## config.mk

```make
export PLATFORM = sky130hd
export DESIGN_NAME = cpu_multicycle
export DESIGN_NICKNAME = d
export VERILOG_FILES = /design/src/rtl/cpu_multicycle.sv
export SDC_FILE = /design/constraint.sdc
export NUM_CORES = 2
export LEC_CHECK = 0
export CORE_MARGIN = 5
export CORE_UTILIZATION = 34
export DETAILED_ROUTE_END_ITERATION = 6
export PLACE_DENSITY = 0.62
export SLEW_MARGIN = 20
export SYNTH_ARGS = -nofsm -noshare
export SYNTH_HDL_FRONTEND = slang
export SYNTH_SLANG_ARGS = --single-unit
```

## constraint.sdc

```tcl
create_clock -name clk -period 43.6 [get_ports clk]
set_clock_uncertainty 0.05 [all_clocks]
set_input_delay 8.72 -clock clk [delete_from_list [all_inputs] [get_ports clk]]
set_output_delay 8.72 -clock clk [all_outputs]
set_load 0.02 [all_outputs]
```

## src/rtl/cpu_multicycle.sv

```systemverilog
// cpu_multicycle: MIPS-I subset multi-cycle core over one shared req/ack memory port.
module cpu_multicycle #(
  parameter logic [31:0] RESET_PC = 32'h0000_0000,
  parameter int RF_DEPTH = 32,
  parameter int ADDR_W = 32
) (
  input  logic              clk,
  input  logic              rst,
  output logic              mem_req,
  output logic              mem_we,
  output logic [ADDR_W-1:0] mem_addr,
  output logic [31:0]       mem_wdata,
  input  logic [31:0]       mem_rdata,
  input  logic              mem_ack,
  output logic [31:0]       pc,
  output logic              retire,
  output logic              halted,
  output logic              illegal
);
  localparam int RW = $clog2(RF_DEPTH);
  localparam logic [5:0] OP_R = 6'h00, OP_J = 6'h02, OP_BEQ = 6'h04, OP_ADDI = 6'h08, OP_LW = 6'h23, OP_SW = 6'h2B;
  typedef enum logic [2:0] {FETCH, DECODE, EXEC, MEM, WB, HALT} state_t;
  state_t r_state;
  logic [31:0] r_pc, r_ir, r_a, r_b, r_y, r_mdr, r_wdata;
  logic [31:0] r_rf [RF_DEPTH];
  logic [ADDR_W-1:0] r_addr;
  logic r_req, r_we, r_retire, r_halted, r_illegal;
  logic [5:0] w_op, w_fn;
  logic [RW-1:0] w_rs, w_rt, w_rd, w_dst;
  logic [31:0] w_imm, w_pc4, w_br, w_jt, w_alu, w_maddr, w_wb;
  logic w_rtype, w_legal;
  assign w_op = r_ir[31:26];
  assign w_fn = r_ir[5:0];
  assign w_rs = r_ir[21 +: RW];
  assign w_rt = r_ir[16 +: RW];
  assign w_rd = r_ir[11 +: RW];
  assign w_imm = {{16{r_ir[15]}}, r_ir[15:0]};
  assign w_rtype = w_op == OP_R;
  assign w_legal = w_rtype ? (w_fn inside {6'h20, 6'h22, 6'h24, 6'h25, 6'h2A})
                           : (w_op inside {OP_ADDI, OP_LW, OP_SW, OP_BEQ, OP_J});
  assign w_pc4 = r_pc + 32'd4;
  assign w_br = w_pc4 + {w_imm[29:0], 2'b00};
  assign w_jt = {w_pc4[31:28], r_ir[25:0], 2'b00};
  assign w_alu = !w_rtype ? r_a + w_imm :
                 w_fn == 6'h22 ? r_a - r_b :
                 w_fn == 6'h24 ? r_a & r_b :
                 w_fn == 6'h25 ? r_a | r_b :
                 w_fn == 6'h2A ? {31'd0, $signed(r_a) < $signed(r_b)} : r_a + r_b;
  assign w_maddr = {w_alu[31:2], 2'b00};
  assign w_dst = w_rtype ? w_rd : w_rt;
  assign w_wb = w_op == OP_LW ? r_mdr : r_y;
  always_ff @(posedge clk or posedge rst) begin
    if (rst) begin
      r_state <= FETCH;
      r_pc <= RESET_PC;
      r_ir <= '0;
      r_a <= '0;
      r_b <= '0;
      r_y <= '0;
      r_mdr <= '0;
      r_wdata <= '0;
      r_addr <= '0;
      r_req <= 1'b0;
      r_we <= 1'b0;
      r_retire <= 1'b0;
      r_halted <= 1'b0;
      r_illegal <= 1'b0;
      for (int i = 0; i < RF_DEPTH; i++) r_rf[i] <= '0;
    end else begin
      r_retire <= 1'b0;
      case (r_state)
        FETCH: begin
          // request goes out one cycle after entry so retire and the next fetch never overlap
          if (!r_req) begin
            r_req <= 1'b1;
            r_we <= 1'b0;
            r_addr <= r_pc[ADDR_W-1:0];
          end else if (mem_ack) begin
            r_req <= 1'b0;
            r_ir <= mem_rdata;
            r_state <= DECODE;
          end
        end
        DECODE: begin
          r_a <= r_rf[w_rs];
          r_b <= r_rf[w_rt];
          if (!w_legal) begin
            r_state <= HALT;
            r_halted <= 1'b1;
            r_illegal <= 1'b1;
          end else if (w_op == OP_J) begin
            r_pc <= w_jt;
            r_retire <= 1'b1;
            r_state <= FETCH;
          end else r_state <= EXEC;
        end
        EXEC: begin
          r_y <= w_alu;
          if (w_op == OP_BEQ) begin
            r_pc <= r_a == r_b ? w_br : w_pc4;
            r_retire <= 1'b1;
            r_state <= FETCH;
          end else if (w_op == OP_LW || w_op == OP_SW) begin
            r_req <= 1'b1;
            r_we <= w_op == OP_SW;
            r_addr <= w_maddr[ADDR_W-1:0];
            r_wdata <= r_b;
            r_state <= MEM;
          end else r_state <= WB;
        end
        MEM: begin
          if (mem_ack) begin
            r_req <= 1'b0;
            r_we <= 1'b0;
            r_mdr <= mem_rdata;
            r_state <= r_we ? FETCH : WB;
            r_pc <= r_we ? w_pc4 : r_pc;
            r_retire <= r_we;
          end
        end
        WB: begin
          if (w_dst != '0) r_rf[w_dst] <= w_wb;
          r_pc <= w_pc4;
          r_retire <= 1'b1;
          r_state <= FETCH;
        end
        default: r_req <= 1'b0;
      endcase
    end
  end
  assign mem_req = r_req;
  assign mem_we = r_we;
  assign mem_addr = r_addr;
  assign mem_wdata = r_wdata;
  assign pc = r_pc;
  assign retire = r_retire;
  assign halted = r_halted;
  assign illegal = r_illegal;
endmodule

```

**After elaboration in Yosys (flattened, before gate mapping)**

Index checks and enable logic that the tools add are counted.

- Multiplexer cells: 52
- Reductions and logical operators: 22
- $lt $le $gt $ge: 5
- Bitwise operators: 8
- Add/subtract/negate cells: 5
- Equal/unequal tests: 25

Operators with widths:

| operator | number |
|---|---|
| $bwmux 1024 | 1 |
| $mux 32 | 20 |
| $bmux 32 s5 | 2 |
| $demux 32 s5 | 1 |
| $pmux 32 s4 | 1 |
| $add 32x32->32 | 3 |
| $pmux 32 s2 | 1 |
| $eq 6x6->1 const B | 7 |
| $add 32x3->32 const B | 1 |
| $and 32x32->32 | 1 |
| $eq 32x32->1 | 1 |
| $lt 32x32->1 | 1 |
| $or 32x32->32 | 1 |
| $sub 32x32->32 | 1 |
| $mux 3 | 7 |
| $ne 2x2->1 const B | 10 |
| $reduce_bool 5->1 | 4 |
| $ge 6x6->1 const B | 3 |
| $not 5->6 | 3 |
| $pmux 3 s5 | 1 |
| $mux 1 | 13 |
| $reduce_and 4->1 | 3 |
| $pmux 1 s4 | 2 |
| $eq 3x2->1 const B | 2 |
| 22 further kinds | 27 |

- Word-level logic and storage cells: 162
- Bits in registers: 1287
- Input port bits: 35
- Output and inout bits: 101

**Longest topological paths before layout**

- Word-level depth: 9
- Depth in mapped cells: 17
- Gate-level depth less buffers: 17

**Least setup slack after synthesis**

OpenSTA, ideal clock, no wires.

- Kind: input to register
- From: input mem_ack
- To: register r_pc[16], in the netlist pc[16]
- Required time: 43.408 ns
- Cell stages on the path: 9
- Buffers on the path: 3
- Arrival: 10.078 ns
- Path slack: 33.331 ns
- Setup time: 0.142 ns
- Path through: buf_2 nand3_1 inv_1 a21oi_1 o221a_2 inv_1 clkbuf_1 clkbuf_1 a31oi_1

- Longest elaborated chain between the ends: 2

Ends and longest elaborated chain:

| what | RTL line | text |
|---|---|---|
| from (decl) | 14 | `input logic mem_ack,` |
| $ne 2x2->1 (no source line) | n/a |  |
| $reduce_and 6->1 (no source line) | n/a |  |
| to (signal assigned) | 92 | `r_pc <= w_jt;` |
| to (signal assigned) | 100 | `r_pc <= r_a == r_b ? w_br : w_pc4;` |
| to (signal assigned) | 117 | `r_pc <= r_we ? w_pc4 : r_pc;` |
| to (decl) | 24 | `logic [31:0] r_pc, r_ir, r_a, r_b, r_y, r_mdr, r_wdata;` |

No other way between the ends.
A chain may end at the register's enable or synchronous reset.

==> flow_summary_export.csv <==
group,metric,value,unit
grt,grt_pass1_wl,356000,um
timing,hold_violations,0,
clocking,path_clk_slew,0.06,ns
hold_path,hold_end,"r_rf[1011]$_DFFE_PP0P_",
finish,nFillCells,20249,
timing,drv_slew,0,
die,initial_core_util,34.1,%
timing,relSlewSlack,22.6,%
pwr,p_sw,0.537,mW
timing,fmax,0.0825,GHz
detailed_routing,routed_wl,239000,um
placement,port_buffers,131,
yosys,netlist_instances,6568,
finish,area.growth.synth_to_final,12.2,%
detailed_routing,vias,54375,
detailed_routing,drtIter0Drc,6479,
die,die_h,467,um
detailed_routing,wire_per_inst,25.7,um
pwr,p_clk_share,49.7,%
placement,hpwl,152000,um
grt,antenna_found_initial,20,
finish,multi_input_area,0.0366,mm2
timing,finalCriticalPeriod,12.11,ns
clocking,cts.sinks,1283,
yosys,seq_area_frac_synth,45.1,%
pwr,p_seq_share,49.1,%
yosys,netlist_area,0.0712,mm2
critical_path,r2r_slack,37.55,ns
clocking,h-tree-depth,4,
detailed_routing,drc,3,
yosys,yosysTopAreaCell,"dfrtp_1",
detailed_routing,drtAntennaViolNets,0,
detailed_routing,viasPerCell,5.85,
die,fp.coreArea,0.209,mm2
critical_path,crit_arrival,12.86,ns
clocking,cts-resized-gates,0,
critical_path,crit-reg2reg-capture,"r_b[21]$_DFFE_PP0P_",
run_status,status,"finished, violations left",
pwr,internal_power,1.89,mW
timing,setup-violations-final,0,
clocking,clkLatencyLatePin,0.81,ns
finish,final_layout_size_suffix_gt1_share,18.0,%
hold_path,hold_start,"r_rf[1011]$_DFFE_PP0P_",
critical_path,required,44.35,ns
critical_path,rr_startpoint,"r_ir[16]$_DFFE_PP0P_",
detailed_routing,firstDrtPassIters,7,
pwr,vdd_drop_max,0.0281,mV
hold_path,min_path_type,"flop to flop",
yosys,ys_top_cells_by_area,"dfrtp_1 (45%), mux4_2 (20%), a21oi_1 (5.4%)",
pwr,pwr-share-comb,1.2,%
finish,fin_util,38.2,%
finish,num-nets-final,6574,
grt,grt_pass1_vias,53297,
clocking,root_buffer,"clkbuf_16",
finish,final_common_cell,"dfrtp_1",
pwr,powerDensity,30.3,mW/mm2
timing,rsz0062_at_grt,"no",
pwr,power.leakage,32.9,nW
finish,ff_latch_area,0.0321,mm2
critical_path,path_class,"input pin to asynchronous set/reset pin",
flow_run,cap_violations,0,
pwr,switching_share,22.1,%
clocking,cts_made_buffers,141,
yosys,async_flop_share,100,%
clocking,cts_hold_buf,0,
die,dieWidth,467,um
die,dieArea,0.219,mm2
grt,grt_max_degree,173,
clocking,postCtsSetupRepairBufs,0,
timing,worst_pin_slew,1.15,ns
placement,place.gp.congestion,0.963,
critical_path,cp_max_fo,70,
yosys,synth_edf_count,0,
finish,layout_common_cells,"dfrtp_1 (1272), a21oi_1 (767), nor2_1 (739)",
die,io-pin-count,136,
grt,grt-ovfl-total,0,
critical_path,cp-start-kind,"input pin",
timing,min_period_over_period,27.8,%
die,rows,168,
critical_path,crit_path_end_kind,"asynchronous set/reset pin",
yosys,synth_top_area_share,45.1,%
clocking,cts_tree,"done",
yosys,yosys.cell_types.count,86,
run_status,violations,"DRC",
yosys,synth_flop_cell,"dfrtp_1",
clocking,cts_buffer_depth,3,
hold_path,hold_depth,0,
timing,setup-tns-final,0,ns
critical_path,rr_worst_depth,8,
yosys,synth_area_per_cell,10.8,um2
yosys,ys_warn_count,0,
grt,grtUsageTotal,21.6,%
yosys,ys_ff_latch,1283,
-- layout make-up --
type                            count  share of cell area, %
Multi-Input combinational cell   4556                   45.9
Sequential cell                  1283                   40.2
Clock buffer                      208                   5.19
Tap cell                         2805                   4.39
Timing Repair Buffer              266                   3.10
Clock inverter                     43                  0.606
Inverter                          122                  0.578
Antenna cell                        4                 0.0125
-- flip-flops by register name, indices dropped and copies added (netlist names) --
| name | cells |
|---|---|
| mem_we | 1 |
| mem_wdata | 32 |
| r_mdr | 32 |
| r_state | 3 |
| r_y | 32 |
| pc | 30 |
| retire | 1 |
| r_b | 32 |
| r_rf | 1024 |
| r_ir | 32 |
| r_a | 32 |
| mem_req | 1 |
| illegal | 1 |
| mem_addr | 30 |
-- how the worst max path moves through the flow --
stage / slack, ns / depth (start not counted) / endpoint / from
after floorplan: 17.09 / 1 / illegal$_DFFE_PP0P_ / rst
after global placement: 30.53 / 6 / r_rf[656]$_DFFE_PP0P_ / rst
after detailed placement: 30.40 / 6 / r_rf[528]$_DFFE_PP0P_ / rst
after CTS: 31.25 / 6 / r_rf[820]$_DFFE_PP0P_ / rst
after global routing: 30.86 / 6 / r_rf[138]$_DFFE_PP0P_ / rst
final: 31.49 / 6 / r_rf[465]$_DFFE_PP0P_ / rst
-- routing by layer --
layer	vias to the layer above	track usage, %	share of wire, %	wire [um]
met5	-	0	0.015	35
met4	6	9.64	4.9	11700
met3	541	3.87	8.8	21100
met2	2708	34.0	46	110000
met1	27671	29.3	40	96300
li1	23449	-	-	-
-- power by group through the flow --
stage	logic, mW	clock network (mW)	registers, mW
after global placement	0.0289	0	1.21
after global routing	0.0339	1.27	1.19
after CTS	0.0300	1.22	1.19
after floorplan	0.0181	0	1.22
after detailed placement	0.0300	0	1.21
final	0.0286	1.20	1.19
-- cells by family after synthesis --
| family | after synthesis | synth area share (%) |
|---|---|---|
| adder cells (fa/ha/maj) | 170 | 3.03 |
| multiplexers | 813 | 22.8 |
| AO/OA/AOI/OAI | 1757 | 13.8 |
| AND/OR/NAND/NOR | 1701 | 9.83 |
| flip-flops | 1283 | 45.1 |
| other | 1 | 0.00527 |
| XOR/XNOR | 111 | 1.37 |
| buffers and inverters | 732 | 4.07 |
-- per-stage QoR --
step | cells | power, mW | hold slack [ns] | worst slack (ns) | area [um2]
2_1_floorplan | 6571 | 1.23 | 0.391 | 17.09 | 71200
3_3_place_gp | 9025 | 1.24 | 0.326 | 30.53 | 75100
3_5_place_dp | 9028 | 1.24 | 0.334 | 30.40 | 75100
4_1_cts | 9279 | 2.44 | 0.347 | 31.25 | 79800
5_1_grt | 9283 | 2.49 | 0.355 | 30.86 | 79900
6_report | 9287 | 2.42 | 0.345 | 31.49 | 79900
-- synthesized netlist by cell type, drive strengths merged, types with 30 or more instances --
| cell type | instances |
|---|---|
| dfrtp | 1283 |
| a21oi | 767 |
| nor2 | 758 |
| nand2 | 689 |
| o21ai | 655 |
| mux4 | 640 |
| clkbuf | 516 |
| ha | 165 |
| inv | 121 |
| mux2i | 107 |
| buf | 94 |
| xnor2 | 81 |
| mux2 | 66 |
| a21o | 54 |
| nor3 | 44 |
| nand3 | 40 |
| and3 | 37 |
| a211oi | 34 |
| xor2 | 30 |
-- worst max-delay path, cell delays in order --
cell and delay [ns]:
clkdlybuf4s50_1 0.44, clkinvlp_4 0.46, buf_4 0.79, buf_4 0.64
buf_4 0.78, buf_4 0.83
Note: power is estimated with default switching activity, not from simulation.
